$ cat config.mk
export PLATFORM = sky130hd
export DESIGN_NAME = shift_result_buffer
export DESIGN_NICKNAME = d
export VERILOG_FILES = /design/src/rtl/shift_pkg.sv /design/src/rtl/shift_result_buffer.sv
export SDC_FILE = /design/constraint.sdc
export NUM_CORES = 1
export LEC_CHECK = 0
export ABC_AREA = 1
export CORE_MARGIN = 5
export CORE_UTILIZATION = 49
export DETAILED_ROUTE_END_ITERATION = 8
export PLACE_DENSITY = 0.88
export SYNTH_ARGS = -nofsm -noshare
export SYNTH_HDL_FRONTEND = slang
export SYNTH_SLANG_ARGS = --single-unit
$ cat constraint.sdc
create_clock -name clk -period 2 [get_ports clk]
set_input_delay 0.6 -clock clk [delete_from_list [all_inputs] [get_ports clk]]
set_output_delay 0.6 -clock clk [all_outputs]
set_load 0.03 [all_outputs]
$ cat src/rtl/shift_pkg.sv
// Shared shifter definitions: function codes, widths, buffer occupancy
// states and the result-buffer entry layout.
package shift_pkg;

   localparam int DATA_W = 8;
   localparam int ADDR_W = 3;
   localparam int DEPTH  = 2;

   typedef enum logic [1:0] {
      SHL = 2'd0,
      SHR = 2'd1,
      ROL = 2'd2,
      ROR = 2'd3
   } shift_fn_t;

   typedef enum logic [1:0] {
      EMPTY = 2'd0,
      ONE   = 2'd1,
      FULL  = 2'd2
   } occ_t;

   typedef struct packed {
      logic [DATA_W-1:0] data;
      logic              c;
      logic              z;
      logic [ADDR_W-1:0] addr;
      logic              upd;
   } entry_t;

   // The zero flag is always derived locally from the data byte.
   function automatic entry_t make_entry(input logic [DATA_W-1:0] data,
                                         input logic              c,
                                         input logic [ADDR_W-1:0] addr,
                                         input logic              upd);
      entry_t e;
      e.data = data;
      e.c    = c;
      e.z    = (data == '0);
      e.addr = addr;
      e.upd  = upd;
      return e;
   endfunction

endpackage

$ cat src/rtl/shift_result_buffer.sv
// Two-entry in-order buffer between the shifter and register-file writeback;
// owns the architectural C/Z flags, which are committed as entries retire.
module shift_result_buffer
   import shift_pkg::*;
(
   input  logic              clk,
   input  logic              rst,
   input  logic              in_valid,
   output logic              in_ready,
   input  logic [DATA_W-1:0] in_data,
   input  logic              in_c,
   input  logic [ADDR_W-1:0] in_addr,
   input  logic              in_upd,
   input  logic              flush,
   output logic              wb_valid,
   input  logic              wb_ready,
   output logic [DATA_W-1:0] wb_data,
   output logic [ADDR_W-1:0] wb_addr,
   output logic              c_flag,
   output logic              z_flag,
   output logic [1:0]        count
);

   occ_t   state;
   occ_t   next_state;
   entry_t mem [DEPTH];
   entry_t head;
   logic   wr_ptr;
   logic   rd_ptr;
   logic   enq;
   logic   deq;

   assign enq  = in_valid && in_ready;
   assign deq  = wb_valid && wb_ready;
   assign head = mem[rd_ptr];

   // NOTE: sequential state uses non-blocking assignments so every register
   // samples pre-edge values, independent of process ordering.
   always_ff @(posedge clk) begin
      if (rst) begin
         state <= EMPTY;
      end else begin
         state <= next_state;
      end
   end

   // NOTE: next_state gets a default before the case so no path leaves it
   // unassigned, which would otherwise infer a latch.
   always_comb begin
      next_state = state;
      if (flush) begin
         next_state = EMPTY;
      end else begin
         case (state)
            EMPTY: if (enq) next_state = ONE;
            ONE: begin
               if (enq && !deq)      next_state = FULL;
               else if (deq && !enq) next_state = EMPTY;
            end
            FULL:    if (deq) next_state = ONE;
            default: next_state = EMPTY;
         endcase
      end
   end

   // Handshake and occupancy outputs depend on the state register alone.
   always_comb begin
      in_ready = 1'b1;
      wb_valid = 1'b0;
      count    = 2'd0;
      case (state)
         EMPTY: begin
            in_ready = 1'b1;
            wb_valid = 1'b0;
            count    = 2'd0;
         end
         ONE: begin
            in_ready = 1'b1;
            wb_valid = 1'b1;
            count    = 2'd1;
         end
         FULL: begin
            in_ready = 1'b0;
            wb_valid = 1'b1;
            count    = 2'd2;
         end
         default: begin
            in_ready = 1'b1;
            wb_valid = 1'b0;
            count    = 2'd0;
         end
      endcase
   end

   // Pointers and flags; flush drops entries without committing the head.
   always_ff @(posedge clk) begin
      if (rst) begin
         wr_ptr <= 1'b0;
         rd_ptr <= 1'b0;
         c_flag <= 1'b0;
         z_flag <= 1'b0;
      end else if (flush) begin
         wr_ptr <= 1'b0;
         rd_ptr <= 1'b0;
      end else begin
         if (enq) begin
            wr_ptr <= wr_ptr + 1'b1;
         end
         if (deq) begin
            rd_ptr <= rd_ptr + 1'b1;
            if (head.upd) begin
               c_flag <= head.c;
               z_flag <= head.z;
            end
         end
      end
   end

   // NOTE: entry storage is not reset; its contents are only observed while
   // wb_valid is high, which requires a prior enqueue.
   always_ff @(posedge clk) begin
      if (enq) begin
         mem[wr_ptr] <= make_entry(in_data, in_c, in_addr, in_upd);
      end
   end

   // The write pointer never aliases the head while it is presented, so
   // wb_data/wb_addr stay stable under backpressure.
   assign wb_data = head.data;
   assign wb_addr = head.addr;

endmodule

# ---- Yosys cells after proc, flatten, opt, wreduce, memory -nomap -nowiden
# Memory sizes are Yosys's and may differ from the RTL's. A register that Yosys moved wholly into a read port is not among the register bits.
# Cells that the tools add are included.
dict set report totals {
  reg_bits 6
  ramBits 28
  in_bits 18
  out_inout_bits 17
  word_cells 38
  memories 1
}
dict set report classes {
  add_sub_neg 2
  n_eq_ne 5
  muxes 12
  bitwise 1
  n_reduce_logical 12
}
# name depth width rd rd_clocked_by_memory_dff write_ports line_no
set memory_table {}
lappend memory_table {mem 2 14 1 1 1 shift_result_buffer.sv:26} ;# entry_t mem [DEPTH];
# operator n
set ops {}
lappend ops {{logical NOT 8 bit} 1}
lappend ops {{two-way mux 2 bit} 4}
lappend ops {{two-way mux 1 bit} 6}
lappend ops {{case mux 2 bit (3 select lines)} 1}
lappend ops {{AND reduction 3 bit} 2}
lappend ops {{logical AND 1 bit} 4}
lappend ops {{inequality test 2 bit (second input constant)} 2}
lappend ops {{case mux 2 bit (2 select lines)} 1}
lappend ops {{OR reduction 2 bit} 2}
lappend ops {{inequality test 3 bit (second input constant)} 1}
lappend ops {{adder 1 bit (second input constant)} 2}
lappend ops {{equality test 2 x 1 -> 1 bit (second input constant)} 1}
lappend ops {{equality test 2 bit (second input constant)} 1}
lappend ops {{logical NOT 1 bit} 2}
lappend ops {{logical NOT 2 bit} 1}
lappend ops {{NOT 1 bit} 1}

# ---- Longest topological paths before layout
# Gate-level depths: netlist of the first run.
dict set report logic_depth {
  depth_word 8
  mapped_depth 10
  mapped_depth_nobuf 10
}

# ---- Least setup slack after synthesis of the first run
# No wires, ideal clock.
dict set report synth_path {
  kind {register to register}
  start {register state[0]}
  end {memory mem[0][0] (netlist bit) (enable)}
  t_arrival_ns 1.443
  path_slack_ns 0.172
  stages_incl_launch_ff 6
  path_buffers 0
  period_less_slack_ns 1.828
  path_cell_list {dfxtp_1 inv_1 ha_1 nor2_2 inv_1 nor2_1}
}
dict set report synth_via {
  elab_chain_cells 5
}
# element line_no
set synth_lines {}
lappend synth_lines {{start: declaration} shift_result_buffer.sv:24} ;# occ_t state;
lappend synth_lines {{start signal: assignment} shift_result_buffer.sv:43} ;# state <= next_state;
lappend synth_lines {{equality test 2 bit} shift_result_buffer.sv:71} ;# case (state)
lappend synth_lines {{two-way mux 1 bit} shift_result_buffer.sv:71}
lappend synth_lines {{logical AND 1 bit} shift_result_buffer.sv:33} ;# assign enq = in_valid && in_ready;
lappend synth_lines {{two-way mux 1 bit} shift_result_buffer.sv:122} ;# if (enq) begin
lappend synth_lines {{two-way mux 1 bit (not written as such)} shift_result_buffer.sv:123} ;# mem[wr_ptr] <= make_entry(in_data, in_c, in_addr, in_upd);
lappend synth_lines {{end: declaration} shift_result_buffer.sv:26}
# Every way passes these cells.

# ---- Worst setup path after layout of the first run
dict set report layout_path {
  start {register state[0]}
  end {output wb_valid}
}
dict set report layout_via {
  elab_chain_cells 3
  elab_cells_between_ends 4
  classes_between {eq/ne: 2; mux: 1; reduce/logical: 1}
}
# element line_no
set layout_lines {}
lappend layout_lines {{equality test 2 bit / equality test 2 x 1 -> 1 bit (equally long branches)} shift_result_buffer.sv:71}
lappend layout_lines {{OR reduction 2 bit (no line) *} n/a}
lappend layout_lines {{two-way mux 1 bit *} shift_result_buffer.sv:71}
lappend layout_lines {{end: declaration} shift_result_buffer.sv:15} ;# output logic wb_valid,
# Mark *: on every way between the ends. The rest lies on a longest branch, timed or not.

==> results.ini, run 1 <==
[detailed_routing]
drc=0
top_layer_used=met4
met1Wirelength_um=1130
dr.pass1.iters=3
drt-vias-per-instance=4.66
wire_per_inst_um=13.3
met3WireLength_um=172
drt_iter0_markers=21
detail-route-antenna-nets=0
dr_wl_met2_um=1370
vias=951
wl_um=2710

[finish]
final_nets=183
syn_to_final_growth_pct=22.6
fin_cells=204
diodes=0
regArea_sq_um=983
drive_above_1_share_pct=33.8
multiInputGateArea_sq_um=457
nFillCells=246

[worst_setup_path]
critPathLaunchType=register
worstPathMaxFanout=3
criticalPathCategory=register to primary output
endpoint=wb_valid
crit_start=state[0]$_SDFFE_PP0P_
crit_required_ns=1.40
r2r_start=state[0]$_SDFFE_PP0P_
end_kind=primary output
cp.depth=4
reg2reg_to=mem[0][2]$_DFFE_PP_
critPathMaxStageDelay_ns=0.35
cp_cell_sequence=inv_1 > buf_4 > ha_1 > buf_6
cp_slowest_cell=dfxtp_2
cp_top_family=flip-flops
arrival_ns=1.33
reg2reg_slack_ns=0.43
critical_path_buf_inv_count=3
rr_worst_depth=7

[synthesis]
synth_cell_types=24
syn_nets=144
synthCells=120
yosys_warnings=0
synth-seq-cells=35
syn_area_sq_um=1600
syn_avg_cell_area_sq_um=13.3
seq_area_frac_synth_pct=61.4

[power_and_ir_drop]
p_int_uw=1070
power_frac_comb_pct=17.7
power_density_nw_per_um2=727
p_clk_share_pct=23.6
worst_ir_drop_vdd_mv=0.409
p_seq_share_pct=58.6
finalPower_uw=1420
power_leakage_uw=0.000760
p_sw_uw=357
power_switching_share_pct=25.1

[clocking]
cts_tree=yes
clkSinkCount=35
clk_latency_ns=0.32
clkTransAtPathRegs_ns=0.09
cts-root-buf=clkbuf_4
h-tree-depth=2
numCtsBuffers=5
cts_buffer_depth=2

[place]
routabilityCongestion=0.821
dp.cells=195
port_buffers=34
dpl_worst_slack_ns=-0.0287
place_hpwl_um=2110

[global_route]
track_usage_pct=13.5
gr-total-overflow=0
grt_pass1_wl_um=4430
grt_pass1_vias=958
antenna_found_initial=0
grt_max_degree=11

[sta]
worst_slew_pin_slew_ns=0.303
finalSetupViolCount=0
relSlewSlack_pct=79.7
clock-skew-final_ns=0.00254
drv_slew=0
hold_violations=0
setup_ws_ns=0.0698
holdWs_ns=0.473
timing.fmax_ghz=0.518
period_needed_ns=1.93
rsz0062_at_grt=no
min_period_over_period_pct=96.5

[die]
core-area_sq_um=3080
die-area_sq_um=4500
die_h_um=67.1
initial_core_util_pct=51.9
rows=20
ios=35
die_w_um=67.1

[job]
max-cap-violations=0

[hold_path]
hp-class=register to register

[status]
outcome=complete, no violations

==> repair_timing <==
action	in CTS	in global routing
hold buffers	0	0
buffers inserted	0	1
resized for setup	58	8
endpoints found under the setup margin	14	7
==> cell usage in the layout (no fill, tap or decap), drive strengths merged <==
master,n
mux2,11
o21ai,5
nor4,2
o211ai,1
nand3,3
nand2,13
nor2,10
o2111ai,2
dfxtp,7
a21oi,6
buf,23
edfxtp,28
clkbuf,8
clkdlybuf4s15,1
and2,1
inv,12
clkdlybuf4s50,19
ha,6
clkinv,2
==> cell families after synthesis <==
| kind of cell | after synthesis | share of synthesized area (%) |
|---|---|---|
| AO/OA/AOI/OAI | 14 | 5.02 |
| adder cells (fa/ha/maj) | 6 | 4.70 |
| buffers and inverters | 25 | 9.95 |
| flip-flops | 35 | 61.4 |
| multiplexers | 11 | 9.64 |
| AND/OR/NAND/NOR | 29 | 9.25 |
==> per-layer routing <==
| layer | track usage [%] | up-vias |
|---|---|---|
| met5 | 0 | - |
| met1 | 15.1 | 428 |
| li1 | - | 489 |
| met2 | 23.3 | 29 |
| met4 | 4.56 | 0 |
| met3 | 5.23 | 5 |
==> worst min path at each step <==
stage / cells after the start / end / from / slack, ns
finish: 2 / z_flag$_SDFFE_PP0P_ / z_flag$_SDFFE_PP0P_ / 0.47
global route: 2 / c_flag$_SDFFE_PP0P_ / c_flag$_SDFFE_PP0P_ / 0.52
CTS: 2 / z_flag$_SDFFE_PP0P_ / z_flag$_SDFFE_PP0P_ / 0.48
detailed placement: 2 / z_flag$_SDFFE_PP0P_ / z_flag$_SDFFE_PP0P_ / 0.46
global placement: 2 / c_flag$_SDFFE_PP0P_ / c_flag$_SDFFE_PP0P_ / 0.45
floorplan: 2 / register / rd_ptr$_SDFFE_PP0P_ / 0.45
==> per-stage QoR <==
step	area (sq um)	setup TNS, ns	utilization [%]
2_1_floorplan	1600	0	-
3_3_place_gp	1950	-0.00169	63.3
3_5_place_dp	1950	-0.0462	63.3
4_1_cts	1950	-0.0727	63.3
5_1_grt	1960	0	63.6
6_report	1960	0	63.6
==> cell usage after synthesis <==
library cell	n	area [sq um]
mux2_2	3	33.8
ha_1	6	75.1
o21ai_0	4	20.0
buf_12	1	20.0
o21ai_1	1	5.00
edfxtp_1	28	841
nor4_1	2	12.5
inv_1	10	37.5
nand2_4	1	11.3
dfxtp_1	7	140
nand3_1	2	10.0
o2111ai_1	2	17.5
buf_6	1	11.3
and2_1	1	6.26
a21oi_1	6	30.0
buf_4	11	82.6
nor2_2	2	12.5
nand3_2	1	10.0
nand2_1	8	30.0
nand2_2	4	25.0
inv_2	2	7.51
mux2_4	8	120
nor2_1	8	30.0
o211ai_1	1	7.51
==> cell type report <==
type,count,area share [%]
well taps,44,2.81
clock inverters,2,0.383
multi-input cells,60,23.3
inverters,12,2.30
flip-flops and latches,35,50.2
repair buffers,45,18.8
clock buffers,6,2.11
==> worst min-delay path: cells and delay by family, from the launching register on <==
family	cells	cell delay (ns)
flops	1	0.32
simple gates	1	0.06
compound gates	1	0.05
==> power groups by stage <==
stage                     clock [uW]  sequential (uW)  combinational (uW)
final                            336              834                 252
after global placement             0              850                 261
after detailed placement           0              852                 268
after floorplan                    0              850                 175
after global routing             376              838                 274
after CTS                        350              835                 251
==> sequential cells by signal, indices dropped and copies added, names as in the netlist, named ones only <==
register,flops
c_flag,1
z_flag,1
mem,28
wr_ptr,1
rd_ptr,1
state,2
No activity file was read; power rests on OpenSTA's default activity.
==> run 2: changes to the inputs <==
--- a/config.mk
+++ b/config.mk
@@ -7,9 +7,10 @@
 export LEC_CHECK = 0
 export ABC_AREA = 1
 export CORE_MARGIN = 5
-export CORE_UTILIZATION = 49
+export CORE_UTILIZATION = 45
+export CTS_CLUSTER_DIAMETER = 60
 export DETAILED_ROUTE_END_ITERATION = 8
-export PLACE_DENSITY = 0.88
+export PLACE_DENSITY = 0.85
 export SYNTH_ARGS = -nofsm -noshare
 export SYNTH_HDL_FRONTEND = slang
 export SYNTH_SLANG_ARGS = --single-unit
==> constraint.sdc (replaced) <==
create_clock -name clk -period 1.7 [get_ports clk]
set_input_delay 0.51 -clock clk [delete_from_list [all_inputs] [get_ports clk]]
set_output_delay 0.51 -clock clk [all_outputs]
set_load 0.03 [all_outputs]
==> run 2 against run 1 <==
  * The run now ends with setup timing left
  * Sequential share of layout area down 3.6 points
  * Global-route usage about the same
  * Critical path depth down 1
  * Sequential power up 18%
  * Non-clock buffer count unchanged
  * Register-to-register slack worse by 0.20 ns
  * Setup slack worse by 0.17 ns
  * Utilization down 1.0 points
  * Cell count up 0.98%
  * Via count up 3.5%
  * First-iteration DRC count up 140%
  * Critical path type unchanged
  * Largest cell class unchanged
  * Highest routed layer unchanged
==> results.ini, run 2 (synthesis gave the netlist of run 1 again) <==
[worst_setup_path]
cp_cell_sequence=buf_8 > mux2_4 > buf_6
criticalPathCategory=register to primary output
crit_required_ns=1.19
cp_slowest_cell=dfxtp_4
critPathLaunchType=register
critPathMaxStageDelay_ns=0.37
endpoint=wb_data[4]
end_kind=primary output
r2r_start=state[1]$_SDFFE_PP0P_
arrival_ns=1.29
worstPathMaxFanout=7
reg2reg_slack_ns=0.23
rr_worst_depth=6
reg2reg_to=mem[0][1]$_DFFE_PP_

[finish]
top_register=mem
nFillCells=257
reg.largest.list=mem (28), state (2)
drive_above_1_share_pct=40.0
syn_to_final_growth_pct=32.8
diodes=0
layout_common_cells=28 x edfxtp_1, 17 x clkdlybuf4s50_1, 17 x buf_6
largest_reg_flops=28
final_nets=183
final_common_cell=edfxtp_1
fin_cells=206

[detailed_routing]
wl_um=3060
vias=984
drt_iter0_markers=51
dr.pass1.iters=4
drc=0
detail-route-antenna-nets=0
drt-vias-per-instance=4.78
wire_per_inst_um=14.8

[clocking]
clk_latency_ns=0.33
cts-root-buf=clkbuf_4
h-tree-depth=2
cts_tree=yes
cts_hold_buf=0
numCtsBuffers=5
clkSinkCount=35
cts_buffer_depth=2
clkTransAtPathRegs_ns=0.09

[global_route]
grt_pass1_wl_um=5060
gr-total-overflow=0
grt_pass1_vias=1090
track_usage_pct=13.5
antenna_found_initial=0
grt_max_degree=11

[sta]
relSlewSlack_pct=80.1
fin_tns_setup_ns=-0.999
setup_ws_ns=-0.102
rsz0062_at_grt=yes
drv_slew=0
period_needed_ns=1.80
finalSetupViolCount=11
min_period_over_period_pct=106
clock-skew-final_ns=0.00570
hold_violations=0
timing.fmax_ghz=0.555
worst_slew_pin_slew_ns=0.299

[power_and_ir_drop]
finalPower_uw=1790
power_leakage_uw=0.000821
worst_ir_drop_vdd_mv=0.334
power_density_nw_per_um2=846

[place]
routabilityCongestion=0.841
port_buffers=34
dp.cells=194
place_hpwl_um=2230
dpl_worst_slack_ns=-0.271

[die]
ios=35
die_h_um=69.6
core-area_sq_um=3390
die-area_sq_um=4840
rows=21
die_w_um=69.6
initial_core_util_pct=47.1

[hold_path]
hp-class=register to register

[job]
max-cap-violations=0

[status]
violations=setup timing
outcome=finished with violations

-- run 2: repair_timing --
action / in CTS / in global routing
buffers inserted: 4 / 0
endpoints found under the setup margin: 17 / 27
pin swaps: 1 / 1
resized for setup: 94 / 13
-- run 2: per-stage QoR --
stage / area (sq um) / hold WS [ns] / util (%)
after floorplan: 1600 / 0.447 / -
after global placement: 1920 / 0.456 / 56.7
after detailed placement: 1920 / 0.473 / 56.7
after CTS: 2070 / 0.482 / 61.1
after global routing: 2120 / 0.524 / 62.6
final: 2120 / 0.481 / 62.6
-- run 2: final cells by class --
class / instances / area (sq um) / area share, %
clock buffers: 7 / 55.1 / 2.60
flip-flops and latches: 35 / 990 / 46.7
multi-input cells: 60 / 510 / 24.1
repair buffers: 45 / 454 / 21.4
inverters: 12 / 50.0 / 2.36
well taps: 46 / 57.6 / 2.71
clock inverters: 1 / 3.75 / 0.177
-- run 2: power by group --
| group | total (uW) | internal [uW] | switching [uW] |
|---|---|---|---|
| logic | 359 | 175 | 184 |
| clock network | 452 | 198 | 254 |
| registers | 983 | 967 | 15.9 |
| total | 1790 | 1340 | 454 |
-- run 2: layer usage --
layer | share of wire [%] | wire, um | global-route usage (%)
met2 | 53 | 1630 | 23.1
met4 | 3.1 | 94 | 6.72
met5 | 0 | 0 | 0
met1 | 38 | 1160 | 14.3
met3 | 5.7 | 175 | 5.51
-- run 2: how the worst min path moves through the flow --
stage                         from             endpoint  slack, ns  cells past startpoint
6_report       rd_ptr$_SDFFE_PP0P_             register       0.48                      2
3_3_place_gp   rd_ptr$_SDFFE_PP0P_  rd_ptr$_SDFFE_PP0P_       0.46                      2
5_1_grt        z_flag$_SDFFE_PP0P_  z_flag$_SDFFE_PP0P_       0.52                      2
2_1_floorplan  rd_ptr$_SDFFE_PP0P_             register       0.45                      2
3_5_place_dp   rd_ptr$_SDFFE_PP0P_  rd_ptr$_SDFFE_PP0P_       0.47                      2
4_1_cts        rd_ptr$_SDFFE_PP0P_             register       0.48                      2
-- run 2: worst max-delay path, delay by kind of cell, from the launching register on --
kind     cells  cell delay (ns)
buf+inv      2             0.27
flops        1             0.37
mux          1             0.31
